### config.mk
export PLATFORM = sky130hd
export DESIGN_NAME = a2d_arbiter
export DESIGN_NICKNAME = d
export VERILOG_FILES = /design/src/rtl/a2d_arbiter.sv
export SDC_FILE = /design/constraint.sdc
export NUM_CORES = 1
export LEC_CHECK = 0
export ABC_AREA = 1
export BUFFER_PORTS_ARGS = -buffer_cell sky130_fd_sc_hd__buf_2
export CAP_MARGIN = 20
export CORE_UTILIZATION = 30
export CTS_CLUSTER_DIAMETER = 30
export DETAILED_ROUTE_END_ITERATION = 10
export PLACE_DENSITY = 0.54
export SETUP_SLACK_MARGIN = 0.02
export SLEW_MARGIN = 20
export SYNTH_ARGS = -nofsm -noshare
export SYNTH_HDL_FRONTEND = slang
export SYNTH_SLANG_ARGS = --single-unit
### constraint.sdc
create_clock -name clk -period 2.02 [get_ports clk]
set_input_delay 0.202 -clock clk [delete_from_list [all_inputs] [get_ports clk]]
set_output_delay 0.202 -clock clk [all_outputs]
set_load 0.03 [all_outputs]
### src/rtl/a2d_arbiter.sv
// a2d_arbiter: round-robin owner of the shared A2D SPI interface.
// Grants one of three requesters, fires strt_cnv, waits for cnv_cmplt
// (bounded by TIMEOUT cycles) and returns the result with done or err.
module a2d_arbiter #(
  parameter int NREQ    = 3,
  parameter int TIMEOUT = 4096
) (
  input  logic                   clk,
  input  logic                   rst_n,
  input  logic [NREQ-1:0]        req,
  input  logic [3*NREQ-1:0]      req_chnl,
  output logic [NREQ-1:0]        gnt,
  output logic [NREQ-1:0]        done,
  output logic [NREQ-1:0]        err,
  output logic [11:0]            rd_data,
  output logic                   busy,
  output logic                   strt_cnv,
  output logic [2:0]             chnnl,
  input  logic                   cnv_cmplt,
  input  logic [11:0]            res
);

  typedef enum logic [1:0] {IDLE, START, WAIT} state_t;

  // Last timer value before a WAIT is declared hung.
  localparam logic [15:0] TMAX = 16'(TIMEOUT - 1);

  state_t      state_q, state_d;
  logic [1:0]  last_q, last_d;
  logic [1:0]  owner_q, owner_d;
  logic [15:0] timer_q, timer_d;
  logic [1:0]  win;

  logic [NREQ-1:0] gnt_d, done_d, err_d;
  logic [11:0]     rd_d;
  logic            busy_d, strt_d;
  logic [2:0]      chnnl_d;

  // First requester at or after last+1 (mod 3); the just-served one ends up last.
  function automatic logic [1:0] pick(input logic [2:0] r, input logic [1:0] last);
    logic [1:0] idx;
    logic       found;
    pick  = 2'd0;
    found = 1'b0;
    idx   = last;
    for (int i = 0; i < 3; i++) begin
      idx = (idx == 2'd2) ? 2'd0 : idx + 2'd1;
      if (r[idx] && !found) begin
        pick  = idx;
        found = 1'b1;
      end
    end
  endfunction

  // All outputs and control state are registered; async reset abandons any conversion.
  always_ff @(posedge clk or negedge rst_n) begin
    if (!rst_n) begin
      state_q  <= IDLE;
      last_q   <= 2'd2;
      owner_q  <= 2'd0;
      timer_q  <= 16'd0;
      gnt      <= '0;
      done     <= '0;
      err      <= '0;
      rd_data  <= 12'd0;
      busy     <= 1'b0;
      strt_cnv <= 1'b0;
      chnnl    <= 3'd0;
    end else begin
      state_q  <= state_d;
      last_q   <= last_d;
      owner_q  <= owner_d;
      timer_q  <= timer_d;
      gnt      <= gnt_d;
      done     <= done_d;
      err      <= err_d;
      rd_data  <= rd_d;
      busy     <= busy_d;
      strt_cnv <= strt_d;
      chnnl    <= chnnl_d;
    end
  end

  // Next-state and next-output logic; done/err/strt_cnv default low so they pulse.
  always_comb begin
    state_d = state_q;
    last_d  = last_q;
    owner_d = owner_q;
    timer_d = timer_q;
    gnt_d   = gnt;
    done_d  = '0;
    err_d   = '0;
    rd_d    = rd_data;
    busy_d  = busy;
    strt_d  = 1'b0;
    chnnl_d = chnnl;
    win     = pick(req, last_q);
    case (state_q)
      IDLE: begin
        if (req != '0) begin
          owner_d = win;
          gnt_d   = 3'(3'b001 << win);
          busy_d  = 1'b1;
          strt_d  = 1'b1;
          case (win)
            2'd0:    chnnl_d = req_chnl[2:0];
            2'd1:    chnnl_d = req_chnl[5:3];
            default: chnnl_d = req_chnl[8:6];
          endcase
          state_d = START;
        end
      end
      START: begin
        timer_d = 16'd0;
        state_d = WAIT;
      end
      WAIT: begin
        if (cnv_cmplt) begin
          rd_d    = res;
          done_d  = gnt;
          gnt_d   = '0;
          busy_d  = 1'b0;
          last_d  = owner_q;
          state_d = IDLE;
        end else if (timer_q == TMAX) begin
          err_d   = gnt;
          gnt_d   = '0;
          busy_d  = 1'b0;
          last_d  = owner_q;
          state_d = IDLE;
        end else begin
          timer_d = timer_q + 16'd1;
        end
      end
      default: state_d = IDLE;
    endcase
  end

endmodule

==> results.sh <==
export IMPL_fmax_mhz=541
export IMPL_vias=2019
export IMPL_design_area_sq_mm=0.00294
export IMPL_start_util_pct=31.1
export IMPL_core_sq_mm=0.00777
export IMPL_grt_pass1_wl_microns=8890
export IMPL_leakage_nw=1.43
export IMPL_netlist_area_leader_share_pct=48.8
export IMPL_final_antenna_net_count=0
export IMPL_dp_hpwl_microns=3720
export IMPL_intPower_mw=2.25
export IMPL_finalWirelength_microns=5150
export IMPL_gp_congestion=0.946
export IMPL_detail_route_drc_violations=0
export IMPL_placed_area_sq_mm=0.00279
export IMPL_grt_max_degree=49
export IMPL_final_nets=354
export IMPL_fp_dieH_microns=91.7
export IMPL_cp_max_fo=22
export IMPL_fillCellCount=838
export IMPL_power_density_mw_per_mm2=1350
export IMPL_p_clk_share_pct=18.4
export IMPL_ios=53
export IMPL_synth_seq_area_share_pct=49.8
export IMPL_swShare_pct=43.1
export IMPL_criticalPathCategory="register to register"
export IMPL_ir_drop_v=0.000636
export IMPL_viasPerCell=4.71
export IMPL_rsz0062_at_grt="false"
export IMPL_fin_crit_ps=1850
export IMPL_yosys_register_bits=48
export IMPL_cts_sinks=48
export IMPL_cts_hold_buf=0
export IMPL_cp_end_kind="register"
export IMPL_cts_max_level=2
export IMPL_worst_slew_pin_slew_ps=611
export IMPL_finClkSkew_ps=9.67
export IMPL_cts_tree="yes"
export IMPL_p_total_mw=3.96
export IMPL_clk_pin_slew_worst_paths_ps=90
export IMPL_setup_viol=0
export IMPL_synth_nets=294
export IMPL_ys_types=35
export IMPL_hp_class="input port to asynchronous set/reset pin"
export IMPL_switching_power_mw=1.71
export IMPL_wire_per_inst_microns=12.0
export IMPL_crit_required_ps=2220
export IMPL_dieArea_sq_mm=0.00840
export IMPL_p_comb_share_pct=45.5
export IMPL_violations="negative hold slack"
export IMPL_synth_area_top_cells="dfrtp_1 49%, nand2_1 6.5%, mux2_2 5.6%"
export IMPL_grt_pass1_vias=2016
export IMPL_rows=32
export IMPL_startpoint_type="register"
export IMPL_cts_root_buf="clkbuf_8"
export IMPL_slew_violations=0
export IMPL_ys_warn_count=0
export IMPL_dr_pass1_iters=4
export IMPL_seqPwrFrac_pct=36.1
export IMPL_antenna_found_initial=0
export IMPL_tns_ps=0
export IMPL_hold_violations=7
export IMPL_final_util_pct=37.9
export IMPL_setup_slack_ps=173
export IMPL_grtUsageTotal_pct=13.2
export IMPL_syn_to_final_growth_pct=22.0
export IMPL_worstPathArrival_ps=2050
export IMPL_numPortBuffers=52
export IMPL_die_w_microns=91.7
export IMPL_fin_crit_sh_pct=91.4
export IMPL_grt_ovfl_total=0
export IMPL_syn_inst=266
export IMPL_netlist_area_sq_mm=0.00241
export IMPL_syn_area_per_cell_sq_um=9.07
export IMPL_clock_latency_ps=300
export IMPL_antenna_cells=0
export IMPL_cts_buffer_depth=2
export IMPL_place_ws_ps=127
export IMPL_whs_ps=-8.50
export IMPL_max_cap_violations=0
export IMPL_outcome="finished, violations left"
export IMPL_maxSlewHeadroom_pct=59.3
export IMPL_layout_drive_gt1_share_pct=32.1
export IMPL_synth_area_leader_cell="dfrtp_1"
export IMPL_cts_buffers=5
export IMPL_drt_iter0_drc=99
## metal layers
metal / track usage, % / wire length [microns] / vias to the layer above
met5: 0 / 0 / -
met4: 5.29 / 82 / 0
met3: 2.82 / 206 / 6
met2: 21.4 / 2440 / 47
met1: 17.1 / 2420 / 956
li1: - / - / 1010
## kinds of logic after synthesis
| group | count (synthesis) | synth area share, % |
|---|---|---|
| buf+inv | 40 | 7.11 |
| simple gates | 126 | 26.4 |
| xor+xnor | 6 | 2.18 |
| compound gates | 33 | 8.35 |
| flops | 48 | 49.8 |
| mux | 12 | 5.60 |
| fa+ha+maj | 1 | 0.519 |
## worst paths after layout
| check | start | end | slack (ps) | cells after the start |
|---|---|---|---|---|
| min in group clk | res[1] | rd_data[1] | 130 | 2 |
| max in group asynchronous | rst_n | timer_q[11] | 1600 | 2 |
| min reg2reg | owner_q[0] | last_q[0] | 490 | 2 |
| max reg2reg | timer_q[0] | timer_q[5] | 170 | 11 |
| max | timer_q[0] | timer_q[5] | 170 | 11 |
| min | rst_n | timer_q[6] | -8 | 2 |
## layout by cell type (no fill, tap or decap), drive strengths merged, types with 6 or more instances in the layout
cell type	Yosys	final
nand3	27	27
nor2	25	25
mux2	12	12
buf	4	57
inv	35	35
o21ai	16	16
nand4	9	9
nor3	12	12
nand2	47	47
dfrtp	47	47
a21oi	6	6
clkbuf	0	6
## critical path, cell delays in order (launching register included)
cell and delay [ps]:
dfrtp_1 410, ha_1 220, nand3_2 140, nor3_4 240
nand2_2 100, clkinv_2 90, nand2_4 70, nand2_4 110
nand2_8 130, inv_4 120, nand2_1 50, o31ai_1 60
## sequential cells by signal (all words and copies together), names as in the netlist, 2 cells and up
register / count
chnnl: 3
done: 3
err: 3
gnt: 3
last_q: 2
owner_q: 2
rd_data: 12
state_q: 2
timer_q: 16
## what timing repair did
action / in CTS / in global routing
endpoints found under the setup margin: 0 / 9
setup buffers: 0 / 2
resized for setup: 0 / 4
endpoints found under the hold margin: 0 / 0
## stage by stage
stage	std cells	hold slack, ps
after floorplan	266	-93.6
after global placement	419	352
after detailed placement	419	358
after CTS	427	23.9
after global routing	429	55.5
final	429	-8.50
## cell type report
type                    count  area (sq um)  area share [%]
clock buffers               6          82.6            2.81
repair buffers             57           298            10.1
well taps                 102           128            4.34
flip-flops and latches     48          1200            40.9
inverters                  36           139            4.72
multi-input cells         178          1050            35.8
clock inverters             2          38.8            1.32
## synthesized netlist by cell type
| master | number |
|---|---|
| or2_2 | 4 |
| o211ai_1 | 1 |
| o21a_1 | 1 |
| nand2_1 | 42 |
| buf_4 | 1 |
| xnor2_1 | 1 |
| nand3_2 | 1 |
| xor2_1 | 5 |
| nor3_4 | 2 |
| ha_1 | 1 |
| buf_6 | 2 |
| nor2_1 | 20 |
| nand3_1 | 26 |
| nor2_4 | 1 |
| nor3_2 | 1 |
| nor2_2 | 4 |
| o21ai_1 | 8 |
| nand2_2 | 2 |
| nor4_1 | 2 |
| a21oi_1 | 3 |
| nand2_4 | 3 |
| a21oi_2 | 3 |
| buf_2 | 1 |
| inv_2 | 4 |
| a22o_1 | 1 |
| dfrtp_1 | 47 |
| o21ai_0 | 8 |
| o31ai_1 | 5 |
| inv_1 | 31 |
| clkinv_2 | 1 |
| dfstp_2 | 1 |
| nor3_1 | 9 |
| mux2_2 | 12 |
| o22ai_1 | 3 |
| nand4_1 | 9 |
## power by group through the flow
stage | Sequential, mW | Combinational, mW | Clock (mW)
finish | 1.43 | 1.80 | 0.728
global route | 1.48 | 2.01 | 0.780
CTS | 1.44 | 1.78 | 0.758
detailed placement | 1.45 | 1.79 | 0
global placement | 1.45 | 1.77 | 0
floorplan | 1.82 | 0.976 | 0
Power figures use the tool's default switching activity.
